$ cat src/rtl/stream_mux_rr_pkg.sv
// Shared stream-block constants: arbitration mode encodings, channel-count limits,
// and the modulo-wrap helper used by the rotating search.
package stream_mux_rr_pkg;

  localparam logic MODE_FIXED = 1'b0;
  localparam logic MODE_RR    = 1'b1;

  localparam int NUM_IN_MIN = 2;
  localparam int NUM_IN_MAX = 16;

  // Operands never exceed 2*n-2, so a single subtract is enough for the wrap.
  function automatic int rr_wrap(input int i, input int n);
    return (i >= n) ? i - n : i;
  endfunction

endpackage

$ cat src/rtl/stream_mux_rr_if.sv
// Handshake bundle for stream_mux_rr: N producer channels in, one registered stream out.
interface stream_mux_rr_if #(
  parameter int Bit_Width = 32,
  parameter int NUM_IN    = 4
);
  localparam int SEL_W = $clog2(NUM_IN);

  logic [NUM_IN*Bit_Width-1:0] in_data;
  logic [NUM_IN-1:0]           in_valid;
  logic [NUM_IN-1:0]           in_ready;
  logic                        mode;
  logic [SEL_W-1:0]            sel;
  logic [Bit_Width-1:0]        out_data;
  logic [SEL_W-1:0]            out_src;
  logic                        out_valid;
  logic                        out_ready;

  modport master (
    output in_data, in_valid, mode, sel, out_ready,
    input  in_ready, out_data, out_src, out_valid
  );

  modport slave (
    input  in_data, in_valid, mode, sel, out_ready,
    output in_ready, out_data, out_src, out_valid
  );
endinterface

$ cat src/rtl/stream_mux_rr_arbiter.sv
// Combinational rotating-priority arbiter: first requester at or after ptr wins.
// The pointer register is owned by the caller.
module rr_arbiter
  import stream_mux_rr_pkg::*;
#(
  parameter  int N  = 4,
  localparam int SW = $clog2(N)
) (
  input  logic [N-1:0]  req,
  input  logic [SW-1:0] ptr,
  input  logic          en,
  output logic [N-1:0]  grant,
  output logic [SW-1:0] grant_idx,
  output logic          grant_valid
);

  logic [SW-1:0] hit_idx;
  logic          hit;

  // Scan from the far end back toward ptr so the nearest requester is written last.
  always_comb begin
    logic [SW-1:0] ix;
    ix      = '0;
    hit_idx = '0;
    hit     = 1'b0;
    for (int k = N - 1; k >= 0; k--) begin
      ix = SW'(rr_wrap(int'(ptr) + k, N));
      if (req[ix]) begin
        hit_idx = ix;
        hit     = 1'b1;
      end
    end
  end

  assign grant_idx   = hit_idx;
  assign grant_valid = hit & en;

  always_comb begin
    grant = '0;
    for (int i = 0; i < N; i++)
      grant[i] = grant_valid & (hit_idx == SW'(i));
  end

endmodule

$ cat src/rtl/stream_mux_rr.sv
// N-channel valid/ready stream mux with fixed-select or round-robin arbitration
// and a single registered output stage that reloads in the same cycle it drains.
module stream_mux_rr
  import stream_mux_rr_pkg::*;
#(
  parameter  int Bit_Width = 32,
  parameter  int NUM_IN    = 4,
  localparam int SEL_W     = $clog2(NUM_IN)
) (
  input  logic            gclk,
  input  logic            grst_n,
  stream_mux_rr_if.slave  s
);

  logic                 load;
  logic [NUM_IN-1:0]    sel_hot;
  logic [NUM_IN-1:0]    req;
  logic [NUM_IN-1:0]    grant;
  logic [SEL_W-1:0]     grant_idx;
  logic                 grant_valid;
  logic [SEL_W-1:0]     rr_ptr;
  logic [Bit_Width-1:0] sel_data;
  logic [Bit_Width-1:0] data_q;
  logic [SEL_W-1:0]     src_q;
  logic                 vld_q;

  assign load = ~vld_q | s.out_ready;

  // An out-of-range sel matches no bit, so it can never grant.
  always_comb begin
    sel_hot = '0;
    for (int i = 0; i < NUM_IN; i++)
      sel_hot[i] = (s.sel == SEL_W'(i));
  end

  // Fixed mode presents a single candidate, so the rotating search lands on it directly.
  assign req = (s.mode == MODE_RR) ? s.in_valid : (s.in_valid & sel_hot);

  rr_arbiter #(.N(NUM_IN)) u_arb (
    .req         (req),
    .ptr         (rr_ptr),
    .en          (load),
    .grant       (grant),
    .grant_idx   (grant_idx),
    .grant_valid (grant_valid)
  );

  assign s.in_ready = grant;

  always_comb begin
    sel_data = '0;
    for (int i = 0; i < NUM_IN; i++)
      if (grant[i]) sel_data = s.in_data[i*Bit_Width +: Bit_Width];
  end

  always_ff @(posedge gclk or negedge grst_n) begin
    if (!grst_n) begin
      data_q <= '0;
      src_q  <= '0;
      vld_q  <= 1'b0;
      rr_ptr <= '0;
    end else if (grant_valid) begin
      data_q <= sel_data;
      src_q  <= grant_idx;
      vld_q  <= 1'b1;
      if (s.mode == MODE_RR)
        rr_ptr <= (grant_idx == SEL_W'(NUM_IN - 1)) ? '0 : grant_idx + 1'b1;
    end else if (s.out_ready) begin
      vld_q <= 1'b0;
    end
  end

  assign s.out_data  = data_q;
  assign s.out_src   = src_q;
  assign s.out_valid = vld_q;

endmodule

$ cat src/flat_wrapper.sv
// flat-port wrapper written by rule: the top's interface ports become plain ports
module stream_mux_rr_flat import stream_mux_rr_pkg::*;
#(
  parameter  int Bit_Width = 32,
  parameter  int NUM_IN    = 4,
  localparam int SEL_W     = $clog2(NUM_IN)
)
  (gclk, grst_n, s_in_data, s_in_valid, s_mode, s_sel, s_out_ready, s_in_ready, s_out_data, s_out_src, s_out_valid);
  stream_mux_rr_if #(.Bit_Width(Bit_Width), .NUM_IN(NUM_IN)) s_i ();
  input  logic gclk;
  input  logic grst_n;
  input wire logic [$bits(s_i.in_data)-1:0] s_in_data;
  input wire logic [$bits(s_i.in_valid)-1:0] s_in_valid;
  input wire logic [$bits(s_i.mode)-1:0] s_mode;
  input wire logic [$bits(s_i.sel)-1:0] s_sel;
  input wire logic [$bits(s_i.out_ready)-1:0] s_out_ready;
  output wire logic [$bits(s_i.in_ready)-1:0] s_in_ready;
  output wire logic [$bits(s_i.out_data)-1:0] s_out_data;
  output wire logic [$bits(s_i.out_src)-1:0] s_out_src;
  output wire logic [$bits(s_i.out_valid)-1:0] s_out_valid;
  assign s_i.in_data = s_in_data;
  assign s_i.in_valid = s_in_valid;
  assign s_i.mode = s_mode;
  assign s_i.sel = s_sel;
  assign s_i.out_ready = s_out_ready;
  assign s_in_ready = s_i.in_ready;
  assign s_out_data = s_i.out_data;
  assign s_out_src = s_i.out_src;
  assign s_out_valid = s_i.out_valid;
  stream_mux_rr #(.Bit_Width(Bit_Width), .NUM_IN(NUM_IN)) u_core (.gclk(gclk), .grst_n(grst_n), .s(s_i));
endmodule
$ cat config.mk
export PLATFORM = sky130hd
export DESIGN_NAME = stream_mux_rr_flat
export DESIGN_NICKNAME = d
export VERILOG_FILES = /design/src/rtl/stream_mux_rr_pkg.sv /design/src/rtl/stream_mux_rr_if.sv /design/src/rtl/stream_mux_rr_arbiter.sv /design/src/rtl/stream_mux_rr.sv /design/src/flat_wrapper.sv
export SDC_FILE = /design/constraint.sdc
export NUM_CORES = 1
export LEC_CHECK = 0
export BUFFER_PORTS_ARGS = -buffer_cell sky130_fd_sc_hd__clkbuf_2
export CORE_AREA = 2 2 111 113
export DETAILED_ROUTE_END_ITERATION = 12
export DIE_AREA = 0 0 113 115
export PLACE_DENSITY = 0.56
export SLEW_MARGIN = 5
export SYNTH_ARGS = -nofsm -noshare
export SYNTH_HDL_FRONTEND = slang
export SYNTH_SLANG_ARGS = --single-unit
$ cat constraint.sdc
create_clock -name gclk -period 4.48 [get_ports gclk]
set_clock_uncertainty 0.15 [all_clocks]
set_input_delay 0.448 -clock gclk [delete_from_list [all_inputs] [get_ports gclk]]
set_output_delay 0.448 -clock gclk [all_outputs]
set_load 0.005 [all_outputs]
==> results.md, run 1 <==
* Final core occ at 33.8%
* Worst IR Drop VDD at 0.000194 V
* Via density at 4.84
* Max-cap violations at 0
* Hold Crit Class: in2async
* Syn nets at 490
* Combinational power share at 63.0%
* Met3 routed WL at 779 um
* Fin Hold WS at 166 ps
* Met2 routed WL at 4.27 mm
* Fmax at 238 MHz
* Pwr Density at 657 nW/um2
* Critical Path Source Type: flip-flop
* IO Pins at 177
* Post-CTS setup buffer count at 0
* Synth area leader: dfrtp_1
* Avg Inst Size Synth at 8.28 um2
* Root Driver: clkbuf_16
* Worst Tran Pin Value at 990 ps
* Synthesis-to-finish area growth at 38.7%
* Crit Path Max Fanout at 56
* Int Power at 1.48 mW
* Num rows at 40
* Die height at 115 um
* Antenna cells at 0
* Area share of the largest cell type after synthesis at 32.1%
* TritonCTS clock tree: done
* Top post-synthesis cells by area: dfrtp_1 32%, a21oi_1 12%, nand2_1 7.4%
* Endpoints failing setup at 0
* Max-slew violation count at 0
* First-pass GRT wire length at 14.5 mm
* Initial antenna violation count at 0
* Depth of the CTS H-tree at 2
* Tot Pwr at 2.63 mW
* DIE AREA at 13000 um2
* Wire length per cell at 14.0 um
* Post-route setup TNS at 0 ps
* # resized after CTS at 0
* NetSw at 1.15 mW
* Hold Fails Final Rpt at 0
* Cells after Synth at 348
* Grt total ovfl at 0
* Via count at 3153
* Yosys reg bits at 37
* Clock Sinks at 37
* Final min period at 4190 ps
* DRT Pass-1 Iters at 8
* Post-Route M1 WL at 3.97 mm
* Pin count of the biggest net entering global routing at 57
* Outcome: finished with violations
* Post-synthesis sequential area ratio at 32.1%
* Clock-pin slew on the worst setup and hold paths at 60 ps
* Worst Path Required at 3880 ps
* Die extent in x at 113 um
* Port Buffers at 176
* Drt drc at 9
* Nets at 645
* Arr. time, crit path at 3590 ps
* Vias in the first global route at 3084
* Rel. slew slack at 34.0%
* RSZ-0062 raised after global routing: false
* Final period util at 93.6%
* Clock Tree Buf Depth at 2
* Post-DP HPWL at 6.83 mm
* Top sig layer: met4
* Share of cells above drive strength 1 at 42.1%
* All-Layer GR Usage at 13.5%
* Hold buffers post-CTS at 0
* Fillcell total at 1255
* Critical path type: reg2out
* DRT antenna net count at 0
* Yosys warnings at 0
* Initial Utilization at 24.4%
* Placer Congestion at 0.735
* Net Sw Frac at 43.6%
* Yosys cell types at 44
* Area of the core at 11800 um2
* Failing checks: DRC
* Sequential group share of total power at 23.8%
* Clock power frac at 13.1%
* Wirelength, routed at 9.12 mm
* Clk_lat worst skew at 280 ps
* TritonCTS buffer count at 5
* Synth Cell Area at 2880 um2
* Leak at 1.81 nW
* 1st-iter DRT viols at 162
* CP Capture Type: primary output
## power by group through the flow
stage	sequential [mW]	combinational (mW)	clock [mW]
after floorplan	0.613	1.18	0
after CTS	0.628	1.68	0.357
final	0.626	1.66	0.345
after global placement	0.626	1.65	0
after global routing	0.651	1.86	0.371
after detailed placement	0.631	1.68	0
## cell usage after synthesis
master / number
nand3_1: 1
a31o_2: 1
a21oi_1: 68
nor2_1: 5
and4_1: 2
ha_1: 4
nand2_1: 57
nor2b_1: 8
and3_1: 1
mux2_2: 3
a211o_1: 1
dfrtp_1: 37
clkbuf_1: 21
o211a_1: 1
mux2_4: 1
o21a_1: 27
o21ai_0: 1
and2_1: 4
a221oi_1: 5
a41oi_2: 1
nand4b_1: 2
buf_1: 4
nor4b_1: 1
nor4bb_1: 3
a21o_1: 1
buf_2: 6
buf_6: 4
and4b_1: 1
inv_1: 3
o211ai_1: 17
o221a_2: 1
a41o_1: 1
a211oi_1: 3
o211ai_2: 11
nand3b_1: 27
mux2i_1: 1
nor3_1: 5
a211oi_4: 1
or3_1: 1
a211oi_2: 1
or4_1: 1
a21boi_0: 2
nand4_1: 1
a311oi_2: 1
## worst max-delay path, stage by stage, from the launching register on
cell and delay [ps]:
dfrtp_1 720, mux2_2 410, a211oi_2 500, a21o_1 150, a311oi_2 130, nand3_1 180, ha_2 860, and2_1 240
clkbuf_2 110
## through the flow
step | area (um2) | worst slack [ps] | cells
final | 4000 | 287 | 651
after detailed placement | 3860 | 562 | 643
after floorplan | 2880 | 1190 | 348
after global routing | 4000 | 1.27 | 651
after CTS | 4000 | 267 | 651
after global placement | 3860 | 650 | 643
## logic make-up after synthesis
group,count (synthesis),share of synthesized area [%]
AOI/OAI and AO/OA,144,35.2
adders and majority gates,4,1.74
buffers and inverters,38,6.26
DFF,37,32.1
muxes,5,2.04
and+or+nand+nor,120,22.6
## routing by layer
layer / vias up / track usage [%]
li1: 1587 / -
met1: 1423 / 16.8
met2: 133 / 23.6
met4: 0 / 3.50
met3: 10 / 3.37
met5: - / 0
## path summary, 6_finish.rpt
path / from / slack (ps) / depth (start not counted) / to
max: u_core.rr_ptr[0] / 290 / 8 / s_in_ready[2]
min: grst_n / 170 / 1 / u_core.s.out_data[8]
max reg2reg: u_core.rr_ptr[0] / 550 / 11 / u_core.s.out_data[27]
min reg2reg: u_core.s.out_data[25] / 340 / 1 / u_core.s.out_data[25]
max in group asynchronous: grst_n / 3400 / 1 / u_core.s.out_data[31]
min in group gclk: s_in_data[112] / 330 / 3 / u_core.s.out_data[16]
## flip-flops by register name, summed over array words and instances, names as in the netlist
| signal | flops |
|---|---|
| u_core.s.out_data | 32 |
| u_core.s.out_valid | 1 |
| u_core.s.out_src | 2 |
| u_core.rr_ptr | 2 |
## layout by cell type (no fill, tap or decap), drive strengths merged, types with 2 or more instances in the layout
cell type and instances:
a211oi 5, mux2 4, nor2b 8, inv 3
nand3b 27, o21a 27, nor3 5, nor2 5
nor4bb 3, a21boi 2, buf 7, ha 4
nand2 57, dfrtp 37, and4 2, o211ai 28
a221oi 5, a21oi 68, nand4b 2, clkbuf 184
and2 4
## layout make-up
type                       count  area [um2]  share of cell area, %
clock buffer                   8         136                   3.41
sequential                    37         926                   23.2
inverter                       3        11.3                  0.282
timing repair buffer         183         946                   23.7
tap                          147         184                   4.60
multi-input combinational    273        1790                   44.9
(Power assumes the default switching activity.)
==> inputs of run 2 (changes only) <==
--- a/config.mk
+++ b/config.mk
@@ -9,7 +9,7 @@
 export CORE_AREA = 2 2 111 113
 export DETAILED_ROUTE_END_ITERATION = 12
 export DIE_AREA = 0 0 113 115
-export PLACE_DENSITY = 0.56
+export PLACE_DENSITY = 0.54
 export SLEW_MARGIN = 5
 export SYNTH_ARGS = -nofsm -noshare
 export SYNTH_HDL_FRONTEND = slang
==> run 2 against run 1 <==
  * The flow still finishes with violations (DRC)
  * Global-route usage down 0.52 points
  * Combinational power hardly changed
  * Non-clock buffer count stayed put
  * Sequential share of layout area did not move
  * Power down 1.0%
  * Flip-flop and latch count is the same
==> results.md, run 2 (synthesized netlist as in run 1, its figures left out) <==
* Port Buffers at 176 (unchanged)
* Arr. time, crit path at 3520 ps (was 3590 ps)
* Via count at 3116 (was 3153)
* Cells after DPL at 643 (unchanged)
* 1st-iter DRT viols at 166 (was 162)
* Share of cells above drive strength 1 at 42.1% (unchanged)
* Pwr Density at 650 nW/um2 (was 657 nW/um2)
* IO Pins at 177 (unchanged)
* Post-CTS setup buffer count at 0 (unchanged)
* Final period util at 91.9% (was 93.6%)
* Drt drc at 8 (was 9)
* RSZ-0062 raised after global routing: false (unchanged)
* Met3 routed WL at 639 um (was 779 um)
* Vias in the first global route at 2982 (was 3084)
* Setup slack at placement at 508 ps (was 562 ps)
* Number of flip-flops in the largest register at 32 (unchanged)
* Final worst setup slack at 362 ps (was 287 ps)
* Placed inst area at 3860 um2 (unchanged)
* Wirelength, routed at 8.81 mm (was 9.12 mm)
* Outcome: finished with violations (unchanged)
* Pin count of the biggest net entering global routing at 48 (was 57)
* Nets at 645 (unchanged)
* Post-route setup TNS at 0 ps (unchanged)
* Antenna cells at 0 (unchanged)
* Top sig layer: met4 (unchanged)
* Synthesis-to-finish area growth at 38.7% (unchanged)
* # resized after CTS at 0 (unchanged)
* DIE AREA at 13000 um2 (unchanged)
* Area of the core at 11800 um2 (unchanged)
* DRT Pass-1 Iters at 8 (unchanged)
* Clk_lat worst skew at 270 ps (was 280 ps)
* Final Non-Filler Cells at 651 (unchanged)
* Wire length per cell at 13.5 um (was 14.0 um)
* Num rows at 40 (unchanged)
* Endpoints failing setup at 0 (unchanged)
* Depth of the CTS H-tree at 2 (unchanged)
* Setup crit start: u_core.rr_ptr[0] (unchanged)
* Hold buffers post-CTS at 0 (unchanged)
* Hold Fails Final Rpt at 0 (unchanged)
* Post-Route M1 WL at 3.99 mm (was 3.97 mm)
* Die extent in x at 113 um (unchanged)
* Clock Sinks at 37 (unchanged)
* Initial antenna violation count at 0 (unchanged)
* Initial Utilization at 24.4% (unchanged)
* Failing checks: DRC (unchanged)
* Critical Path Source Type: flip-flop (unchanged)
* Hold Crit Class: in2async (unchanged)
* Placer Congestion at 0.788 (was 0.735)
* Max-cap violations at 0 (unchanged)
* Most frequent cells in the layout: 176 x clkbuf_2, 68 x a21oi_1, 57 x nand2_1 (unchanged)
* Worst Path Required at 3880 ps (about the same)
* Final min period at 4120 ps (was 4190 ps)
* Reg2reg start: u_core.rr_ptr[0] (unchanged)
* Die height at 115 um (unchanged)
* Post-layout instance area at 4000 um2 (unchanged)
* All-Layer GR Usage at 13.0% (was 13.5%)
* Final core occ at 33.8% (unchanged)
* CP Capture Type: primary output (unchanged)
* Fillcell total at 1265 (was 1255)
* Post-DP HPWL at 6.67 mm (was 6.83 mm)
* TritonCTS buffer count at 5 (unchanged)
* TritonCTS clock tree: done (unchanged)
* Crit Path Max Fanout at 47 (was 56)
* Fmax at 243 MHz (was 238 MHz)
* Commonest non-fill, non-tap cell in the layout: clkbuf_2 (unchanged)
* Met2 routed WL at 4.10 mm (was 4.27 mm)
* Max-slew violation count at 0 (unchanged)
* First-pass GRT wire length at 13.9 mm (was 14.5 mm)
* Root Driver: clkbuf_16 (unchanged)
* Critical path type: reg2out (unchanged)
* Worst Tran Pin Value at 945 ps (was 990 ps)
* DRT antenna net count at 0 (unchanged)
* Worst IR Drop VDD at 0.000173 V (was 0.000194 V)
* Via density at 4.79 (was 4.84)
* Rel. slew slack at 37.0% (was 34.0%)
* Grt total ovfl at 0 (unchanged)
* Clock-pin slew on the worst setup and hold paths at 50 ps (was 60 ps)
* Clock Tree Buf Depth at 2 (unchanged)
* Leak at 1.81 nW (unchanged)
[run 2: cell counts in the layout (fill, tap and decap cells not counted)]
Identical to the previous run, type by type.
[run 2: worst max-delay path, cell delays in order (launching register included)]
cell	delay, ps
dfrtp_1	730
mux2_2	410
a211oi_2	500
a21o_1	150
a311oi_2	130
nand3_1	180
ha_2	770
and2_1	240
clkbuf_2	110
[run 2: area by class of cell]
| cell class | count | area [um2] | share of cell area, % |
|---|---|---|---|
| Multi-Input combinational cell | 273 | 1790 | 44.9 |
| Sequential cell | 37 | 926 | 23.2 |
| Inverter | 3 | 11.3 | 0.282 |
| Clock buffer | 8 | 136 | 3.41 |
| Tap cell | 147 | 184 | 4.60 |
| Timing Repair Buffer | 183 | 946 | 23.7 |
[run 2: worst paths after layout]
check,to,slack (ps),cells after the start
worst max register to register,u_core.s.out_data[7],480,12
max in group asynchronous,u_core.s.out_src[1],3430,1
worst min register to register,u_core.s.out_data[28],340,1
min in group gclk,u_core.s.out_data[21],340,3
worst max-delay path,s_in_ready[2],360,8
worst min-delay path,u_core.s.out_data[10],160,1
[run 2: routing by layer]
metal / GRT usage [%] / up-vias
li1: - / 1586
met1: 16.6 / 1411
met2: 22.4 / 112
met3: 2.95 / 7
met4: 3.33 / 0
met5: 0 / -
[run 2: power breakdown]
group,switching [mW],internal [mW]
clock,0.125,0.207
combinational,0.880,0.765
sequential,0.114,0.508
[run 2: metrics by stage]
| step | hold WS [ps] | power (mW) |
|---|---|---|
| after CTS | 217 | 2.64 |
| after detailed placement | 332 | 2.29 |
| final | 161 | 2.60 |
| after global routing | 253 | 2.85 |
| after global placement | 325 | 2.28 |
| after floorplan | 2.41 | 1.79 |
